## src/rtl/irda_rx_crc32.sv

```systemverilog
// rtl/irda_rx_crc32.sv - FIR receive CRC-32 checker with 32-bit FCS-stripping delay line
module irda_rx_crc32 #(
    parameter logic [31:0] RESIDUE = 32'hC704DD7B
) (
    input  logic        clk,
    input  logic        wb_rst_i,
    input  logic        fir_rx4_enable,
    input  logic        rxdin,
    input  logic        rx_sof,
    input  logic        rx_eof,
    output logic        rxdout,
    output logic        rxdout_valid,
    output logic        crc_ok,
    output logic        crc_err,
    output logic        frame_short,
    output logic [31:0] crc_reg
);

    // Generator taps excluding bit 0, which receives the feedback bit directly.
    localparam logic [31:0] POLY_TAPS = 32'h04C11DB6;

    logic [31:0] crc_q, crc_d;
    logic [31:0] dly_q, dly_d;
    logic [5:0]  cnt_q, cnt_d;
    logic        rxdout_q, rxdout_d;
    logic        rxdout_valid_q, rxdout_valid_d;
    logic        crc_ok_q, crc_ok_d;
    logic        crc_err_q, crc_err_d;
    logic        frame_short_q, frame_short_d;
    logic        shin;

    // Frame state update: optional sof clear, bit absorb, then eof evaluate-and-clear.
    always_comb begin
        crc_d          = crc_q;
        dly_d          = dly_q;
        cnt_d          = cnt_q;
        rxdout_d       = rxdout_q;
        rxdout_valid_d = 1'b0;
        crc_ok_d       = 1'b0;
        crc_err_d      = 1'b0;
        frame_short_d  = 1'b0;
        shin           = 1'b0;

        // A lone sof clears first so a same-cycle bit starts the new frame.
        if (rx_sof && !rx_eof) begin
            crc_d = 32'hFFFFFFFF;
            dly_d = 32'd0;
            cnt_d = 6'd0;
        end

        if (fir_rx4_enable) begin
            shin  = crc_d[31] ^ rxdin;
            crc_d = {crc_d[30:0], shin} ^ ({32{shin}} & POLY_TAPS);
            if (cnt_d == 6'd32) begin
                rxdout_d       = dly_d[31];
                rxdout_valid_d = 1'b1;
            end else begin
                cnt_d = cnt_d + 6'd1;
            end
            dly_d = {dly_d[30:0], rxdin};
        end

        // Evaluation sees the same-cycle bit; that bit never leaks into the next frame.
        if (rx_eof) begin
            if (cnt_d < 6'd32) begin
                crc_err_d     = 1'b1;
                frame_short_d = 1'b1;
            end else if (crc_d == RESIDUE) begin
                crc_ok_d = 1'b1;
            end else begin
                crc_err_d = 1'b1;
            end
            crc_d = 32'hFFFFFFFF;
            dly_d = 32'd0;
            cnt_d = 6'd0;
        end
    end

    // State and output registers with asynchronous reset.
    always_ff @(posedge clk or posedge wb_rst_i) begin
        if (wb_rst_i) begin
            crc_q          <= 32'hFFFFFFFF;
            dly_q          <= 32'd0;
            cnt_q          <= 6'd0;
            rxdout_q       <= 1'b0;
            rxdout_valid_q <= 1'b0;
            crc_ok_q       <= 1'b0;
            crc_err_q      <= 1'b0;
            frame_short_q  <= 1'b0;
        end else begin
            crc_q          <= crc_d;
            dly_q          <= dly_d;
            cnt_q          <= cnt_d;
            rxdout_q       <= rxdout_d;
            rxdout_valid_q <= rxdout_valid_d;
            crc_ok_q       <= crc_ok_d;
            crc_err_q      <= crc_err_d;
            frame_short_q  <= frame_short_d;
        end
    end

    assign rxdout       = rxdout_q;
    assign rxdout_valid = rxdout_valid_q;
    assign crc_ok       = crc_ok_q;
    assign crc_err      = crc_err_q;
    assign frame_short  = frame_short_q;
    assign crc_reg      = crc_q;

endmodule

```

## config.mk

```make
export PLATFORM = sky130hd
export DESIGN_NAME = irda_rx_crc32
export DESIGN_NICKNAME = d
export VERILOG_FILES = /design/src/rtl/irda_rx_crc32.sv
export SDC_FILE = /design/constraint.sdc
export NUM_CORES = 1
export LEC_CHECK = 0
export CORE_MARGIN = 3
export CORE_UTILIZATION = 33
export DETAILED_ROUTE_END_ITERATION = 10
export PLACE_DENSITY_LB_ADDON = 0.3
export RECOVER_POWER = 50
export SETUP_SLACK_MARGIN = 0.1
export SYNTH_ARGS = -nofsm -noshare
export SYNTH_HDL_FRONTEND = slang
export SYNTH_SLANG_ARGS = --single-unit
```

## constraint.sdc

```tcl
create_clock -name clk -period 5.8 [get_ports clk]
set_input_delay 0.87 -clock clk [delete_from_list [all_inputs] [get_ports clk]]
set_output_delay 0.87 -clock clk [all_outputs]
set_load 0.005 [all_outputs]
```

==> flow_summary.toml <==
[die]
dieArea_um2 = 13100
start_util = 0.3475
coreArea_um2 = 11170
dieWidth_um = 114.5
io_pins = 43
fp.dieH_um = 114.5
num_rows = 38

[yosys]
synth_top_cell_by_area = "dfrtp_1"
syn_inst = 393
synthTopCellsByArea = "dfrtp_1 (28%), dfstp_2 (22%), mux2i_1 (12%)"
avgSynthCellArea_um2 = 9.879
synth.cell_area_um2 = 3882
synth_seq_area_share = 0.4937
synth_commonest_cells = "nor2_1 (56), mux2i_1 (45), dfrtp_1 (43)"
synth_nets = 401
yosysMostFrequentCell = "nor2_1"
synthArstFlopShare = 1.000
synth_seq_cells = 75
synthDistinctLibCells = 55
ys_warn_count = 0
synth-edff-count = 0
ys.flop_type = "dfrtp_1"
synth_top_area_share = 0.2772

[power]
leakagePower_nw = 1.904
power_w = 0.001200
p_sw_frac = 0.2635
combPwrFrac = 0.091
p_seq_frac = 0.461
net-switching-power_w = 0.0003162
vdd_drop_max_mv = 0.1505
power_frac_clock = 0.448
power_density_nw_per_um2 = 257.5
p_int_w = 0.0008838

[cells_and_area]
fin_util = 0.4170
syn_to_final_growth_pct = 20.01
fin_cells = 566
seqCellArea_um2 = 1917
n_antenna_cell = 0
drive_gt1_frac = 0.1009
multi_input_area_um2 = 1827
n_fill_cell = 1078
fin_nets = 429

[setup_path]
start_kind = "input port"
worstSetupPathType = "input port to flip-flop"
path_cells = "clkdlybuf4s50_1, nor2b_1, o21ai_1, nand2_1, a41oi_1, a2111oi_2, and3_1"
crit_arrival_ps = 3760
r2r_cells = 6
crit_slowest_cell = "clkdlybuf4s50_1"
cp.depth = 7
critPathBufInv = 1
critPathMaxStageDelay_ps = 1060
cp_top_family = "simple AND/OR/NAND/NOR gates"
endpoint_kind = "flip-flop"
path_max_fanout = 32
required_ps = 6070

[clock_network]
cts.clk_slew.worst_paths_ps = 60
cts.sinks = 75
numCtsBuffers = 9
insertion_delay_ps = 340
root_buffer = "clkbuf_16"
cts_tree = "done"
cts_resized = 0
ctsHoldBuffers = 0
post_cts_buffers = 0
h-tree-depth = 3
clock_path_buffers = 2

[routing]
num_vias = 2894
firstDrtPassIters = 4
drc = 0
detail_route.wl_per_cell_um = 15.54
antenna_left = 0
first_iter_violations = 196
via_per_inst = 5.113
wl_um = 8796

[worst_hold_path]
min_path_type = "flip-flop to flip-flop"
min_path_cells = 2

[status]
status = "finished clean"

[global_routing]
grt_pass1_wl_um = 14650
antenna_found_initial = 0
grt_pass1_vias = 2855
grt_max_degree = 76
grt_overflow = 0
grt.total_usage = 0.1392

[run]
maxCapViolations = 0

[timing]
rsz0062_at_grt = "no"
setup_ws_ps = 2308
layout_min_cycle_time_ps = 3492
post-route-period-util = 0.6021
fmaxAchievable_ghz = 0.2864
skew_ps = 10.34
drv_slew = 0
slew_headroom = 0.2836
setup_viol = 0
fin_setup_tns_ps = 0
hold_viol = 0
worstMarginPinSlew_ps = 1071

[placed_design]
dpl.cell_count = 550
gp_congestion = 0.9182
port_buffers = 42
hpwl_um = 5824
preCtsSetupSlack_ps = 1950
-- kinds of logic after synthesis --
logic type | after synthesis | share of synthesized area
adder cells (fa/ha/maj) | 2 | 0.006444
multiplexers | 46 | 0.1189
flip-flops | 75 | 0.4937
buffers and inverters | 32 | 0.03577
AND/OR/NAND/NOR | 163 | 0.2098
XOR/XNOR | 17 | 0.03835
AO/OA/AOI/OAI | 58 | 0.09701
-- metrics by stage --
step	instance area [um2]	hold WS (ps)
final	4659	515.5
after global routing	4659	554.0
after CTS	4659	519.4
after detailed placement	4370	504.6
after global placement	4370	496.5
after floorplan	3882	468.1
-- power by group through the flow --
stage / sequential [W] / combinational (W) / clock (W)
floorplan: 0.000556 / 0.0000783 / 0
global placement: 0.000563 / 0.000109 / 0
detailed placement: 0.000563 / 0.000111 / 0
CTS: 0.000554 / 0.000111 / 0.000553
global route: 0.000554 / 0.000121 / 0.000580
finish: 0.000553 / 0.000109 / 0.000538
-- routing by layer --
metal	track usage	share of wire	wire length [um]
met5	0	0	0
met4	0.04276	0.0058	51
met3	0.02431	0.044	389
met2	0.2293	0.48	4257
met1	0.1869	0.47	4098
-- layout by cell type (no fill, tap or decap), types with 8 or more instances in the layout --
master / n
o21ai_0: 19
mux2i_1: 45
nand3_1: 8
clkdlybuf4s50_1: 33
a21oi_1: 12
nand2_1: 35
dfstp_1: 11
dfrtp_1: 43
dlygate4sd3_1: 8
nor2_1: 56
dfstp_2: 21
clkbuf_16: 9
xnor2_1: 13
nand2b_1: 15
-- worst reg2reg max path, delay by kind of cell, from the launching register on --
kind	cells	cell delay (ps)
AND/OR/NAND/NOR	4	1000
AO/OA/AOI/OAI	2	810
flip-flops	1	560
-- cell type report --
type                       instances  share of cell area
clock inverter                     7             0.01369
clock buffer                       9             0.04834
tap                              140             0.03759
multi-input combinational        286              0.3921
inverter                           5            0.004028
timing repair buffer              44             0.09291
sequential                        75              0.4114
-- path summary, 6_finish.rpt --
path | from | to | slack [ps]
max | rx_sof | crc_ok | 2310
min | dly_q[30] | dly_q[31] | 520
max reg2reg | crc_reg[29] | crc_ok | 3350
min reg2reg | dly_q[30] | dly_q[31] | 520
max in group asynchronous | wb_rst_i | cnt_q[5] | 3930
min in group asynchronous | wb_rst_i | dly_q[17] | 1260
Power figures use the tool's default switching activity.
